==> config.mk <==
export PLATFORM = sky130hd
export DESIGN_NAME = core_sequencer
export DESIGN_NICKNAME = d
export VERILOG_FILES = /design/src/rtl/core_sequencer_pkg.sv /design/src/rtl/core_sequencer.sv
export SDC_FILE = /design/constraint.sdc
export NUM_CORES = 1
export LEC_CHECK = 0
export CORE_MARGIN = 10
export CORE_UTILIZATION = 32
export CTS_CLUSTER_SIZE = 14
export DETAILED_ROUTE_END_ITERATION = 8
export PLACE_DENSITY = 0.81
export SETUP_SLACK_MARGIN = 0.02
export SKIP_CTS_REPAIR_TIMING = 1
export SLEW_MARGIN = 20
export SYNTH_ARGS = -nofsm -noshare
export SYNTH_HDL_FRONTEND = slang
export SYNTH_SLANG_ARGS = --single-unit
==> constraint.sdc <==
create_clock -name clk -period 1.39 [get_ports clk]
set_input_delay 0.2085 -clock clk [delete_from_list [all_inputs] [get_ports clk]]
set_output_delay 0.2085 -clock clk [all_outputs]
set_load 0.02 [all_outputs]
==> src/rtl/core_sequencer_pkg.sv <==
// Shared opcode package: instruction/register types, opcode masks, the
// sequencer state encoding and the branch-class decode helper.
package core_sequencer_pkg;

  localparam int unsigned XLEN   = 32;
  localparam int unsigned REG_AW = 5;

  typedef logic [XLEN-1:0]   instruction_t;
  typedef logic [REG_AW-1:0] register_t;

  // casez masks; '?' bits are don't-care
  localparam instruction_t M_JAL   = 32'b?????????????????????????1101111;
  localparam instruction_t M_JALR  = 32'b?????????????????000?????1100111;
  localparam instruction_t M_BXX   = 32'b?????????????????????????1100011;
  localparam instruction_t M_OPIMM = 32'b?????????????????????????0010011;
  localparam instruction_t M_LOAD  = 32'b?????????????????????????0000011;

  typedef enum logic [2:0] {
    FETCH  = 3'd0,
    FWAIT  = 3'd1,
    DECODE = 3'd2,
    EXEC   = 3'd3,
    RETIRE = 3'd4,
    HALT   = 3'd5
  } seq_state_t;

  // True for JAL, JALR and conditional branches
  function automatic logic is_branch_op(input instruction_t instr);
    logic w_match;
    w_match = 1'b0;
    casez (instr)
      M_JAL, M_JALR, M_BXX: w_match = 1'b1;
      default:              w_match = 1'b0;
    endcase
    return w_match;
  endfunction

endpackage

==> src/rtl/core_sequencer.sv <==
// Instruction sequencer: fetches one instruction at a time from imem, decodes
// its branch class, launches execution and pulses step once per retirement.
//
// Ports:
//   clk, rst            clock, synchronous active-high reset
//   pc_in               current PC from the branch unit
//   imem_req/addr       fetch request and address (address follows pc_in)
//   imem_gnt/rvalid     fetch accepted / fetch data valid
//   imem_rdata          fetched instruction
//   instr_out           latched instruction
//   branch_en           instruction is JAL/JALR/Bxx (DECODE through RETIRE)
//   step                one-cycle PC-advance pulse in RETIRE
//   exec_start          one-cycle start pulse in DECODE
//   exec_done           execute unit completion (honoured only in EXEC)
//   halt_req            stop at the next instruction boundary
//   halted              sequencer is stopped
//   fetch_err           sticky fetch timeout flag
//
// Build option: SEQ_FETCH_TIMEOUT_EN adds a fetch watchdog; without it
// fetch_err is tied low and FWAIT waits indefinitely.
module core_sequencer
  import core_sequencer_pkg::*;
(
  input  logic         clk,
  input  logic         rst,
  input  logic [31:0]  pc_in,
  output logic         imem_req,
  output logic [31:0]  imem_addr,
  input  logic         imem_gnt,
  input  logic         imem_rvalid,
  input  logic [31:0]  imem_rdata,
  output instruction_t instr_out,
  output logic         branch_en,
  output logic         step,
  output logic         exec_start,
  input  logic         exec_done,
  input  logic         halt_req,
  output logic         halted,
  output logic         fetch_err
);

  seq_state_t   r_state;
  logic         r_imem_req;
  instruction_t r_instr;
  logic         r_branch_en;
  logic         r_step;
  logic         r_exec_start;
  logic         r_halted;

  logic         w_timeout;
  logic         w_locked;

`ifdef SEQ_FETCH_TIMEOUT_EN
  localparam int unsigned WDOG_W     = 4;
  localparam int unsigned WDOG_LIMIT = 15;

  logic [WDOG_W-1:0] r_wdog;
  logic              r_fetch_err;
  logic              w_fetch_phase;
  logic              w_state_exit;

  assign w_fetch_phase = (r_state == FETCH) || (r_state == FWAIT);
  assign w_state_exit  = ((r_state == FETCH) && r_imem_req && imem_gnt) ||
                         ((r_state == FWAIT) && (imem_rvalid || w_timeout));
  // Fires on the 15th FWAIT cycle without data; arriving data wins
  assign w_timeout = (r_state == FWAIT) && !imem_rvalid &&
                     (r_wdog == WDOG_W'(WDOG_LIMIT - 1));
  assign w_locked  = r_fetch_err;
  assign fetch_err = r_fetch_err;

  // Watchdog counter: counts cycles in the current fetch state
  always_ff @(posedge clk) begin
    if (rst || !w_fetch_phase || w_state_exit) begin
      r_wdog <= '0;
    end else begin
      r_wdog <= r_wdog + WDOG_W'(1);
    end
  end

  // Sticky timeout flag, cleared only by reset
  always_ff @(posedge clk) begin
    if (rst) begin
      r_fetch_err <= 1'b0;
    end else if (w_timeout) begin
      r_fetch_err <= 1'b1;
    end
  end
`else
  assign w_timeout = 1'b0;
  assign w_locked  = 1'b0;
  assign fetch_err = 1'b0;
`endif

  // Sequencer FSM; outputs are registered alongside the state they belong to
  always_ff @(posedge clk) begin
    if (rst) begin
      r_state      <= FETCH;
      r_imem_req   <= 1'b0;
      r_instr      <= '0;
      r_branch_en  <= 1'b0;
      r_step       <= 1'b0;
      r_exec_start <= 1'b0;
      r_halted     <= 1'b0;
    end else begin
      r_step       <= 1'b0;
      r_exec_start <= 1'b0;
      case (r_state)
        // First FETCH cycle after reset has no request out, so gnt is ignored
        FETCH: begin
          if (r_imem_req && imem_gnt) begin
            r_state    <= FWAIT;
            r_imem_req <= 1'b0;
          end else begin
            r_imem_req <= 1'b1;
          end
        end
        // branch_en is decoded from the same word being latched into instr_out
        FWAIT: begin
          if (imem_rvalid) begin
            r_instr      <= imem_rdata;
            r_branch_en  <= is_branch_op(imem_rdata);
            r_exec_start <= 1'b1;
            r_state      <= DECODE;
          end else if (w_timeout) begin
            r_halted <= 1'b1;
            r_state  <= HALT;
          end
        end
        DECODE: begin
          r_state <= EXEC;
        end
        EXEC: begin
          if (exec_done) begin
            r_step  <= 1'b1;
            r_state <= RETIRE;
          end
        end
        RETIRE: begin
          r_branch_en <= 1'b0;
          if (halt_req) begin
            r_halted <= 1'b1;
            r_state  <= HALT;
          end else begin
            r_imem_req <= 1'b1;
            r_state    <= FETCH;
          end
        end
        HALT: begin
          if (!halt_req && !w_locked) begin
            r_halted   <= 1'b0;
            r_imem_req <= 1'b1;
            r_state    <= FETCH;
          end
        end
        default: begin
          r_imem_req <= 1'b0;
          r_halted   <= 1'b0;
          r_state    <= FETCH;
        end
      endcase
    end
  end

  assign imem_req   = r_imem_req;
  // Fetch address is a direct feed-through so it tracks the PC the branch
  // unit updates at the end of RETIRE
  assign imem_addr  = pc_in;
  assign instr_out  = r_instr;
  assign branch_en  = r_branch_en;
  assign step       = r_step;
  assign exec_start = r_exec_start;
  assign halted     = r_halted;

endmodule

**After elaboration in Yosys (flattened, before gate mapping)**

Cells that the tools add are included.

- Bitwise operators: 4
- Mux-type cells: 17
- Reduce and logical (&&, ||, !) cells: 14
- Eq/ne operators: 14

Operators by type and width:

| kind | number |
|---|---|
| case mux 3 bit (6 select lines) | 1 |
| 2-to-1 mux 3 bit | 5 |
| equality test 7 bit, second input constant | 2 |
| inequality test 2 bit, second input constant | 6 |
| equality test 10 x 7 -> 1 bit, second input constant | 1 |
| 2-to-1 mux 1 bit | 8 |
| equality test 3 x 2 -> 1 bit, second input constant | 2 |
| equality test 3 bit, second input constant | 2 |
| case mux 1 bit (3 select lines) | 2 |
| AND reduction 2 bit | 3 |
| OR reduction 2 bit | 3 |
| OR reduction 3 bit | 2 |
| inverter 1 bit | 4 |
| AND reduction 4 bit | 1 |
| OR reduction 4 bit | 1 |
| equality test 3 x 1 -> 1 bit, second input constant | 1 |
| logical NOT 3 bit | 1 |
| AND reduction 3 bit | 1 |
| case mux 1 bit (2 select lines) | 1 |
| nonzero test 2 bit | 1 |
| logical AND 1 bit | 1 |

- Bits of input ports: 70
- Word-level logic and storage cells: 56
- Flip-flop bits (word level): 40
- Output and inout bits: 70

**Longest topological paths before layout**

Gate-level depths: netlist of run 1.

- Word-level depth: 5
- Depth in mapped cells: 6
- Mapped depth without buffers: 4

**Least setup slack after synthesis of run 1**

Ideal clock, no wire load.

- Path type: flip-flop to flip-flop
- Start: reg r_state[1]
- End: reg r_instr[0], in the netlist instr_out[0]
- Cell stages (with the launch flop): 6
- Path buffers: 2
- Clock period less this slack: 1231 ps
- Setup time: 142 ps
- Required time: 1248 ps
- Arrival time: 1089 ps
- Setup slack: 159 ps
- Cell sequence: dfxtp_1 > or3_1 > buf_6 > buf_8 > nand2_2 > a21oi_2

- Cells in the longest elaborated chain, start to end: 2

RTL lines:

| item | RTL line | RTL |
|---|---|---|
| start, declared | core_sequencer.sv:42 | `seq_state_t r_state;` |
| start signal, assigned | core_sequencer.sv:97 | `r_state <= FETCH;` |
| start signal, assigned | core_sequencer.sv:111 | `r_state <= FWAIT;` |
| start signal, assigned | core_sequencer.sv:123 | `r_state <= DECODE;` |
| equality test 3 x 1 -> 1 bit | core_sequencer.sv:107 | `case (r_state)` |
| AND reduction 2 bit (no line) | n/a |  |
| end signal, assigned | core_sequencer.sv:120 | `r_instr <= imem_rdata;` |
| end, declared | core_sequencer.sv:44 | `instruction_t r_instr;` |

Every way passes these cells.
A chain may end at the register's enable or synchronous reset.

**Final worst setup path of run 1**

- Start: reg r_state[1]
- End: reg r_instr[26], in the netlist instr_out[26]

Same word-level chain as after synthesis.

==> results.md, run 1 <==
- The number of max-slew violations in the final report is 0.
- Of the total synthesized cell area, the portion taken by AND, OR, NAND and NOR gates is 0.2012.
- The number of setup violations in the final report is 0.
- The weighted congestion at the end of routability-driven global placement is between 0.7 and 0.8.
- The violation count after the first detailed-route iteration is between 60 and 70.
- Of the total power, the share spent switching nets is 0.3083.
- The first-pass GRT wire length is 7486 um.
- In this run the tool buffered the top-level ports with 74 buffer cells.
- The number of core rows is 27.
- The minimum clock period after layout is 1.282 ns.
- The signal on the critical path passes through buf_4 -> nor3_4 -> buf_12 -> clkbuf_16 -> nand2_1 -> a21oi_1.
- Detailed routing inserted a total of 1552 vias.
- The register clock-pin slew on the reported worst setup and hold paths is 0.08 ns.
- The share of the synthesized area in the top cell type is 0.4292.
- The worst setup path is of the reg -> reg kind.
- The share of total power dissipated in the clock network is 0.292.
- The number of antenna diodes is 0.
- Of the cells placed in the final design, the portion with a size suffix greater than 1 is 0.1808.
- The region available for standard cell placement spans 5574 sq um.
- The number of cells produced by synthesis is 222.
- In this run the deepest clock path goes through 2 buffers.
- The analysis attributes to net switching a power of between 1 and 1.5 mW.
- In the global route stage, overall resource usage came out at 0.1004.
- The fraction of the yosys area taken by sequential cells is 0.4292.
- The critical path data required time is 1.61 ns.
- The power density of the placed cells is 1595 nW/um^2.
- The worst-path cell with the longest stage delay is sky130_fd_sc_hd__dfxtp_1.
- The pre-CTS setup slack is -0.2670 ns.
- In the finished design, the share of the clock period the worst path needs comes to 0.9222.
- STA classifies the critical path endpoint as a register.
- Internal power comes to 3.087 mW.
- The number of antenna violations at the first check in global routing was 0.
- The initial standard-cell utilization of the core is 0.3347.
- The estimated wirelength of the detail-placed design is between 3000 and 4000 um.
- The number of nets still failing antenna checks after routing is 0.
- The remaining global-route overflow is 0.
- The count of maximum capacitance violations is 0.
- On the worst path, the slowest cell contributes a delay of approximately 0.34 ns.
- The number of clock sinks is 40.
- The via count of the first global-routing pass is 1618.
- In this run the clock root is driven by a sky130_fd_sc_hd__clkbuf_8.
- The maximum vdd ir drop is ~0.53 mV.
- The synthesized-area fraction occupied by ao, oa, aoi and oai cells is 0.1791.
- The synthesized design contains 0 enable-type register cells.
- The die boundary height is roughly 96 um.
- The total detailed-routing wirelength is around 5000 um.
- The combinational cell fraction of total power is 0.383.
- The path class of the tightest hold or removal check is in -> reg.
- The floorplan step defined a die boundary enclosing between 9000 and 10000 sq um.
- For this run, the post-layout net count is 340.
- The register bit total from synthesis is 40.
- The top fanout value on the critical path is 13.
- Compared with the post-synthesis result, the final layout area differs by 49.97%.
- After synthesis, the largest family of logic cells by area is simple AND/OR/NAND/NOR gates.
- The CTS H-tree depth is 2.
- The worst-case clock skew is roughly 0.0032 ns.
- The largest net degree at the start of global routing is 28.
- The worst path arrival time is about 1.5 ns.
- After synthesis, the share of cell area in mux cells is 0.
- The number of nets produced by synthesis is a little under 300.
- The number of hold-slack violations in the final timing report was 0.
- The floorplan step set the die width to between 90 and 100 um.
- The most common flop cell mapped by yosys is sky130_fd_sc_hd__dfxtp_1.
- In this run the mean area of a mapped cell was 8.403 sq um.
- In this run, CTS created clock tree buffers numbering 5.
- The most common cell in the synthesized netlist is sky130_fd_sc_hd__nand2_1.
- The top cell type by total area after synthesis is sky130_fd_sc_hd__dfxtp_1.
- The fraction of power consumed by sequential logic is 0.325.
- Setup repair after global routing left no endpoint under its margin.
- During I/O placement, the number of pins put on the boundary was 140.
- The final cell count without fillers is approximately 340.
- The average wire length per cell after detail routing is around 15 um.
- The distinct cell type count after synthesis is 37.
- The detailed-route vias per instance is 4.525.
- The total number of yosys warnings is 0.
- The type of origin of the critical path is a register.
- Sorting the synthesized cells by area gives the leading types as sky130_fd_sc_hd__dfxtp_1 (43%), sky130_fd_sc_hd__buf_4 (14%), sky130_fd_sc_hd__nand2_1 (11%).
- The flow ran to the end, and the final reports show no timing, DRC or antenna violations.
- The CTS tree is built.
- The analysis attributes to cell leakage a power of roughly 1.6 nW.
- The detailed-routing iteration count for the pre-antenna-repair pass is 4.
- The commonest cells after synthesis are sky130_fd_sc_hd__nand2_1 (56), sky130_fd_sc_hd__dfxtp_1 (40), sky130_fd_sc_hd__buf_4 (34).
- The maximum frequency from static timing analysis is around 0.78 GHz.
- The count of placed standard cells including taps is about 330.
- Setup slack on the critical path of the routed design comes to roughly 0.11 ns.
- The number of remaining DRC errors is 0.
- The clock latency on the worst-skew pair is approximately 0.28 ns.
- The post-synthesis async set-or-reset flop share is 0.
- Of the total synthesized cell area, the portion taken by XOR and XNOR cells is 0.
- Of the total synthesized cell area, the portion taken by full adders, half adders and majority gates is 0.
- The worst hold margin is roughly 0.32 ns.
- The cell area that synthesis handed to floorplanning was 1866 sq um.
-- cell usage in the layout (no fill, tap or decap), types with 2 or more instances in the layout --
cell type                         synthesis  final
sky130_fd_sc_hd__nand2_2                 11     11
sky130_fd_sc_hd__clkdlybuf4s50_1          0     35
sky130_fd_sc_hd__dlymetal6s2s_1           0     38
sky130_fd_sc_hd__buf_4                   34      8
sky130_fd_sc_hd__o21ai_1                  2      2
sky130_fd_sc_hd__clkbuf_8                 0      5
sky130_fd_sc_hd__buf_12                   0      4
sky130_fd_sc_hd__nor2_1                   3      3
sky130_fd_sc_hd__bufinv_16                0      3
sky130_fd_sc_hd__a2bb2oi_1                2      2
sky130_fd_sc_hd__clkbuf_16                0      2
sky130_fd_sc_hd__nand2_1                 56     56
sky130_fd_sc_hd__a21oi_2                 10     10
sky130_fd_sc_hd__dfxtp_1                 40     39
sky130_fd_sc_hd__a21oi_1                 27     27
-- layer usage --
layer,routed length [um],vias up,global-route usage
li1,-,790,-
met1,1930,699,0.1031
met2,2588,51,0.1766
met3,417,12,0.04981
met4,40,0,0.02906
met5,0,-,0
-- sequential cells by signal, summed over array words and instances (netlist names) --
name        flops
r_state         3
instr_out      32
imem_req        1
halted          1
branch_en       1
step            1
exec_start      1
-- cell families after synthesis --
logic type | count (synthesis)
buffers and inverters | 49
flip-flops | 40
other | 1
AO/OA/AOI/OAI | 51
AND/OR/NAND/NOR | 81
-- power by group through the flow --
stage	combinational, mW	sequential (mW)	clock, mW
4_1_cts	1.63	1.45	1.33
2_1_floorplan	0.929	1.66	0
3_3_place_gp	1.59	1.47	0
3_5_place_dp	1.63	1.48	0
5_1_grt	1.86	1.48	1.39
6_report	1.71	1.45	1.30
-- metrics by stage --
step	instance area (sq um)	util	TNS, ns	power, mW
floorplan	1866	-	0	2.588
global placement	2467	0.4426	-6.925	3.060
detailed placement	2467	0.4426	-8.164	3.104
CTS	2626	0.4712	-2.877	4.416
global route	2798	0.5019	0	4.727
finish	2798	0.5019	0	4.463
-- path summary, 6_finish.rpt --
kind | startpoint | end | slack, ns | cells after the start
min reg2reg | instr_out[28]$_SDFFE_PP0P_ | instr_out[28]$_SDFFE_PP0P_ | 0.45 | 2
min | imem_rvalid | r_state[1]$_SDFFE_PP0P_ | 0.32 | 3
max reg2reg | r_state[1]$_SDFFE_PP0P_ | instr_out[26]$_SDFFE_PP0P_ | 0.11 | 6
max | r_state[1]$_SDFFE_PP0P_ | instr_out[26]$_SDFFE_PP0P_ | 0.11 | 6
-- worst max-delay path: cells and delay by family (launching register included) --
family	cells	cell delay [ns]
simple gates	2	0.28
flops	1	0.34
buf+inv	3	0.48
compound gates	1	0.12
-- cell type report --
type / count / area (sq um)
fill: 549 / 2776
multi-input combinational: 133 / 718.2
tap: 72 / 90.09
sequential: 40 / 802.0
clock inverter: 3 / 90.09
timing repair buffer: 88 / 1021
clock buffer: 5 / 68.82
inverter: 2 / 7.507
(Power assumes the default switching activity.)
==> run 2, diff against run 1 <==
PLACE_DENSITY = 0.77   (was 0.81)
clock period = 1.3 ns   (was 1.39 ns; I/O delays follow)
==> run 2 against run 1 <==
Register-to-register slack got worse by 0.04 ns. Combinational power rose by 3%. Count of clock-buffer cells in the layout rose by 2. Clock skew rose by 0.0059 ns. Via count rose by 3.2%. Critical endpoint is now instr_out[24]$_SDFFE_PP0P_. Clock power fell by 16%. Largest power group unchanged. Critical path depth fell by 1.
==> results.md, run 2 (synthesis gave the netlist of run 1 again) <==
- The run finished with clean final reports.
- The worst hold margin is between 0.15 and 0.2 ns.
- TritonCTS built the clock tree.
- The via count is 1601.
- Entering global routing, the biggest net connects 35 pins.
- The boundary pin count is 140.
- The CTS H-tree depth is 2.
- The most critical setup path has its startpoint at r_state[1]$_SDFFE_PP0P_.
- The die covers 9284 sq um.
- The detailed-route vias per instance is approximately 4.7.
- The first-pass GRT wire length is 7493 um.
- The source of the worst register-to-register timing path is r_state[1]$_SDFFE_PP0P_.
- The die boundary height is approximately 96 um.
- The number of remaining DRC errors is 0.
- Clock tree synthesis selected as its root buffer the cell sky130_fd_sc_hd__clkbuf_8.
- The clock passes through at most 2 buffers.
- The number of setup violations in the final report is 0.
- The overall power of the completed layout is around 4.4 mW.
- The register with the most flip-flops in the layout has 32 of them.
- The initialized floorplan defines 27 standard-cell rows.
- The total detailed-routing wirelength is roughly 5100 um.
- The tree built by TritonCTS fans out to 40 sinks.
- The worst hold path belongs to the class in -> reg.
- The wire-length estimate of the detail-placed layout is 3675 um.
- The via count of the first global-routing pass was between 1500 and 2000.
- The count of maximum capacitance violations is 0.
- The number of antenna diodes is 0.
- The count of fill cells added during filler insertion is between 500 and 600.
- Data on the critical path is required at its endpoint by 1.52 ns.
- The maximum frequency from static timing analysis is about 0.81 GHz.
- During placement, the flow inserted port buffers numbering between 70 and 80.
- The number of antenna violations at the first check in global routing is 0.
- The worst setup path is captured at a register.
- Across the routed clock network, the largest skew measured is about 0.009 ns.
- The congestion estimate from routability-driven global placement came to 0.7316.
- The maximum vdd ir drop is between 0.6 and 0.7 mV.
- The critical path in this run is classified as reg -> reg.
- From synthesis to final layout, the design area changed by 47.42%.
- After detailed routing, the average wire length per cell comes to between 10 and 15 um.
- The remaining global-route overflow is 0.
- The count of nets left with antenna violations once routing finished came out at 0.
- The number of max-slew violations in the final report is 0.
- The detailed-routing iteration count for the pre-antenna-repair pass is 4.
- The final cycle utilization of the critical path is 0.9473.
- In this run the worst path has a maximum fanout of 34.
- The violation count after the first detailed-route iteration is 81.
- Buffers inserted during clock tree synthesis total 5.
- The number of hold-slack violations in the final timing report is 0.
- Leaving out fill and tap cells, the most frequent cell in the layout is sky130_fd_sc_hd__nand2_1.
- Clock latency on the worst-skew pair, taken at its later pin, is approximately 0.28 ns.
- The cell leakage power is 1.602 nW.
- In the final layout, the share of cells above drive strength 1 is 0.2022.
- Counting I/O delays and the setup requirement, the final critical path takes about 1.2 ns.
- In the layout the commonest cells are sky130_fd_sc_hd__nand2_1 (56), sky130_fd_sc_hd__dfxtp_1 (38), sky130_fd_sc_hd__dlymetal6s2s_1 (38).
- For this configuration, the core starts out at a cell density of 0.3347.
- STA classifies the critical path startpoint as a register.
- The global-route usage over all layers is 0.1008.
- The area of the core is approximately 5600 sq um.
- Power spread over the standard cell area amounts to approximately 1600 nW/um^2.
- For this run, the post-layout net count is 341.
- Setup repair after global routing could not meet its margin everywhere.
- For the worst setup path, the data arrival time is ~1.5 ns.
- The startpoint identified for the worst hold timing path is rst.
- The die width is about 96 um.
- The register clock-pin slew on the reported worst setup and hold paths is about 0.080 ns.
## run 2: cell types whose count changed in the layout (fill, tap and decap cells not counted), sizes merged
cell / before / now
buf: 13 / 15
bufinv: 3 / 1
clkbuf: 7 / 8
## run 2: per-layer routing
layer / global-route usage / vias to the layer above / wire [um]
li1: - / 798 / -
met1: 0.09982 / 745 / 2035
met2: 0.1805 / 46 / 2652
met5: 0 / - / 0
met3: 0.05136 / 12 / 352
met4: 0.03027 / 0 / 45
## run 2: final timing paths
kind                                              endpoint  cells past startpoint  slack (ns)
worst max-delay path            instr_out[24]$_SDFFE_PP0P_                      5        0.07
worst min-delay path               r_state[0]$_SDFFE_PP0P_                      2        0.18
worst max register to register  instr_out[24]$_SDFFE_PP0P_                      5        0.07
worst min register to register  instr_out[20]$_SDFFE_PP0P_                      2        0.45
## run 2: area by class of cell
cell class / instances / area [sq um] / area share
Inverter: 2 / 7.507 / 0.002730
Multi-Input combinational cell: 133 / 733.2 / 0.2666
Clock inverter: 1 / 30.03 / 0.01092
Sequential cell: 40 / 803.3 / 0.2921
Timing Repair Buffer: 89 / 989.7 / 0.3599
Tap cell: 72 / 90.09 / 0.03276
Clock buffer: 7 / 96.34 / 0.03503
## run 2: stage by stage
| step | setup TNS, ns | setup slack [ns] | utilization | cells | cell area (sq um) |
|---|---|---|---|---|---|
| finish | 0 | 0.06857 | 0.4934 | 344 | 2750 |
| detailed placement | -10.19 | -0.3066 | 0.4431 | 334 | 2470 |
| global route | -0.007876 | -0.004505 | 0.4934 | 344 | 2750 |
| global placement | -9.495 | -0.2768 | 0.4431 | 334 | 2470 |
| CTS | -5.575 | -0.2198 | 0.4658 | 342 | 2596 |
| floorplan | 0 | 0.06915 | - | 222 | 1866 |
## run 2: report_power, final
part	total, mW	internal [mW]	switching, mW	leakage (nW)
clock network	1.09	0.677	0.408	0.0645
logic	1.76	0.855	0.909	1.21
registers	1.56	1.43	0.128	0.326
## run 2: worst max-delay path, stage by stage (launching register included)
cell                      delay [ns]
sky130_fd_sc_hd__dfxtp_2        0.35
sky130_fd_sc_hd__buf_4          0.17
sky130_fd_sc_hd__nor3_4         0.21
sky130_fd_sc_hd__buf_12         0.22
sky130_fd_sc_hd__nand2_1        0.09
sky130_fd_sc_hd__a21oi_2        0.12
==> run 3, diff against run 2 <==
TNS_END_PERCENT = 10   (was unset)
==> run 3 against run 2 <==
Non-clock buffer count shrank 2. Global-route usage is the same. Sequential power about the same. Routed wire length shrank 3.1%. Total power is 1.7% lower. Largest power group unchanged. Fmax shrank 0.30%. Critical path type unchanged. Clock skew is essentially flat. Flip-flop and latch count did not move. Via count down 1.2%. Final area shrank 1.6%. Count of clock-buffer cells in the layout is the same. Final cell count decreased by 0.58%.
==> results.md, run 3 (synthesis gave the netlist of run 1 again) <==
- The flow ran to the end, and the final reports show no timing, DRC or antenna violations.
- The number of core rows is 27.
- The average wire length per cell after detail routing is ~14 um.
- At the end of the flow the core is filled with cells to 0.4853.
- The critical path contains buffers and inverters numbering 2 combined.
- The kind of cell with the highest combined delay along the critical path is buffers and inverters.
- In the layout the commonest cells are sky130_fd_sc_hd__nand2_1 (55), sky130_fd_sc_hd__dfxtp_1 (38), sky130_fd_sc_hd__dlymetal6s2s_1 (38).
- Summed over all nets, the switching power comes to approximately 1.4 mW.
- The global-route usage over all layers is 0.1008.
- The via count of the first global-routing pass is approximately 1600.
- The region available for standard cell placement spans about 5600 sq um.
- At the end of routability-driven placement, the weighted congestion stood at between 0.7 and 0.8.
- Dividing the detail-routed via count by the number of cells gives 4.626.
- The count of fill cells added during filler insertion is ~560.
- The total overflow left after global routing is 0.
- The detailed router finished its first iteration with 54 violations.
- Of the total power, the clock network draws 0.251.
- 0 antenna diodes ended up in the layout.
- The maximum clock insertion buffer count is 2.
- The number of remaining DRC errors is 0.
- The largest net degree at the start of global routing is 35.
- Setup repair after global routing could not meet its margin everywhere.
- The routed layout has 1582 vias.
- Dividing total power by cell area gives a power density of roughly 1600 nW/um^2.
- The fraction of power consumed by sequential logic is 0.360.
- Of the cells placed in the final design, the portion with a size suffix greater than 1 is 0.1889.
- On the final layout, the worst hold slack is between 0.15 and 0.2 ns.
- After clock tree synthesis, the clock-pin slew on the worst setup and hold paths is 0.08 ns.
- In this run the worst path has a maximum fanout of 34.
- The worst path in the final design needs a cycle of 1.235 ns, including I/O delays and setup.
- The die width is 96.36 um.
- Summing all placed instances gives a cell area of 2470 sq um.
- The type of origin of the critical path is a register.
- On the worst path, the slowest cell contributes a delay of roughly 0.35 ns.
- The clock tree synthesis step divided the H-tree into 2 levels.
- IR analysis of the VDD net gives a maximum drop of about 0.62 mV.
- After detailed routing, the total wire length is 4927 um.
- The detail route stage leaves a number of antenna-violating nets equal to 0.
- The clock reaches the later pin of the worst-skew pair after ~0.28 ns.
- The post-layout instance area is about 2700 sq um.
- TritonCTS built the clock tree.
- The number of antenna violations at the first check in global routing came to 0.
- For this run, the number of standard cells in the final layout without fillers is 342.
- The estimated wirelength of the detail-placed design is between 3000 and 4000 um.
- TritonCTS created 5 clock buffers.
- The worst min-delay path class is in -> reg.
- Prior to clock tree synthesis, the placed netlist has a worst setup slack of -0.3066 ns.
- The number of setup violations in the final report is 0.
- The number of max-slew violations in the final report is 0.
- For this configuration, the core starts out at a cell density of 0.3347.
- On the final layout, the worst clock skew is about 0.009 ns.
- For the worst setup path, the data arrival time is about 1.4 ns.
- The classification of the worst setup path is reg -> reg.
- The cell leakage power is between 1.5 and 2 nW.
- The setup slack after layout is between 0.06 and 0.07 ns.
- The die is roughly 96 um tall.
- The count of input and output buffers is between 70 and 80.
- Of the total power, combinational logic draws 0.389.
- Of the total power, the share spent switching nets is 0.3281.
- The detailed-routing iteration count for the pre-antenna-repair pass is 4.
- The number of hold-slack violations in the final timing report is 0.
- The library cell used most frequently in the layout, excluding fill and tap cells, is sky130_fd_sc_hd__nand2_1.
- The aggregate negative setup slack is 0 ns.
- Timing would allow up to between 0.8 and 0.9 GHz.
- The worst-path cell with the longest stage delay is sky130_fd_sc_hd__dfxtp_2.
- The area growth from synthesis to layout is 45.00%.
- The multi-input combinational cells in the finished layout cover a total of a little over 700 sq um.
- The internal portion of the total power is just under 3 mW.
- In the finished design, the share of the clock period the worst path needs comes to 0.9501.
- The cell chosen for the clock root is sky130_fd_sc_hd__clkbuf_8.
- The endpoint kind of the worst setup timing path is a register.
- The first global-routing pass estimated 7493 um of wire.
- The count of placed standard cells including taps is roughly 330.
- In the final design database the tool counted about 340 nets.
- The flip-flop count of the largest register, all copies and words added is 32.
- The critical path goes through buf_4 -> nor3_4 -> buf_12 -> nand2_1 -> a21oi_1.
- The boundary pin count is 140.
- The die covers between 9000 and 10000 sq um.
- The overall power of the completed layout is about 4.3 mW.
- Across the run, the number of max-cap violations was 0.
- The sequential cell area in the final layout is approximately 800 sq um.
- The number of clock sinks is 40.
- At the worst endpoint, the required time is 1.51 ns.
run 3: cell count changes in the layout (fill, tap and decap cells not counted), sizes merged:
cell and delta:
clkbuf -1, buf -1
run 3: worst reg2reg max path: cells and delay by family (launching register included):
| kind | cells | cell delay [ns] |
|---|---|---|
| AOI/OAI and AO/OA | 1 | 0.12 |
| and+or+nand+nor | 2 | 0.30 |
| buffers and inverters | 2 | 0.39 |
| DFF | 1 | 0.35 |
run 3: worst paths after layout:
path	start	to	slack, ns	cells past startpoint
hold / removal	rst	r_state[0]$_SDFFE_PP0P_	0.18	2
hold reg to reg	instr_out[19]$_SDFFE_PP0P_	instr_out[19]$_SDFFE_PP0P_	0.45	2
setup / recovery	r_state[1]$_SDFFE_PP0P_	instr_out[26]$_SDFFE_PP0P_	0.06	5
setup reg to reg	r_state[1]$_SDFFE_PP0P_	instr_out[26]$_SDFFE_PP0P_	0.06	5
run 3: layer usage:
metal	part of all wire	global-route usage	vias up
met5	0	0	-
met4	0.0091	0.03027	0
met3	0.074	0.05136	12
met2	0.52	0.1805	54
met1	0.39	0.09982	724
li1	-	-	792
run 3: area by class of cell:
class / instances / share of cell area
Clock buffer: 7 / 0.03562
Clock inverter: 1 / 0.01110
Inverter: 2 / 0.002775
Multi-Input combinational cell: 133 / 0.2678
Sequential cell: 40 / 0.2969
Tap cell: 72 / 0.03330
Timing Repair Buffer: 87 / 0.3525
run 3: power by group through the flow:
stage | Clock [mW] | Sequential [mW] | Combinational [mW]
after detailed placement | 0 | 1.59 | 1.73
final | 1.09 | 1.56 | 1.69
after global placement | 0 | 1.58 | 1.69
after CTS | 1.12 | 1.56 | 1.73
after global routing | 1.18 | 1.59 | 1.84
after floorplan | 0 | 1.77 | 0.993
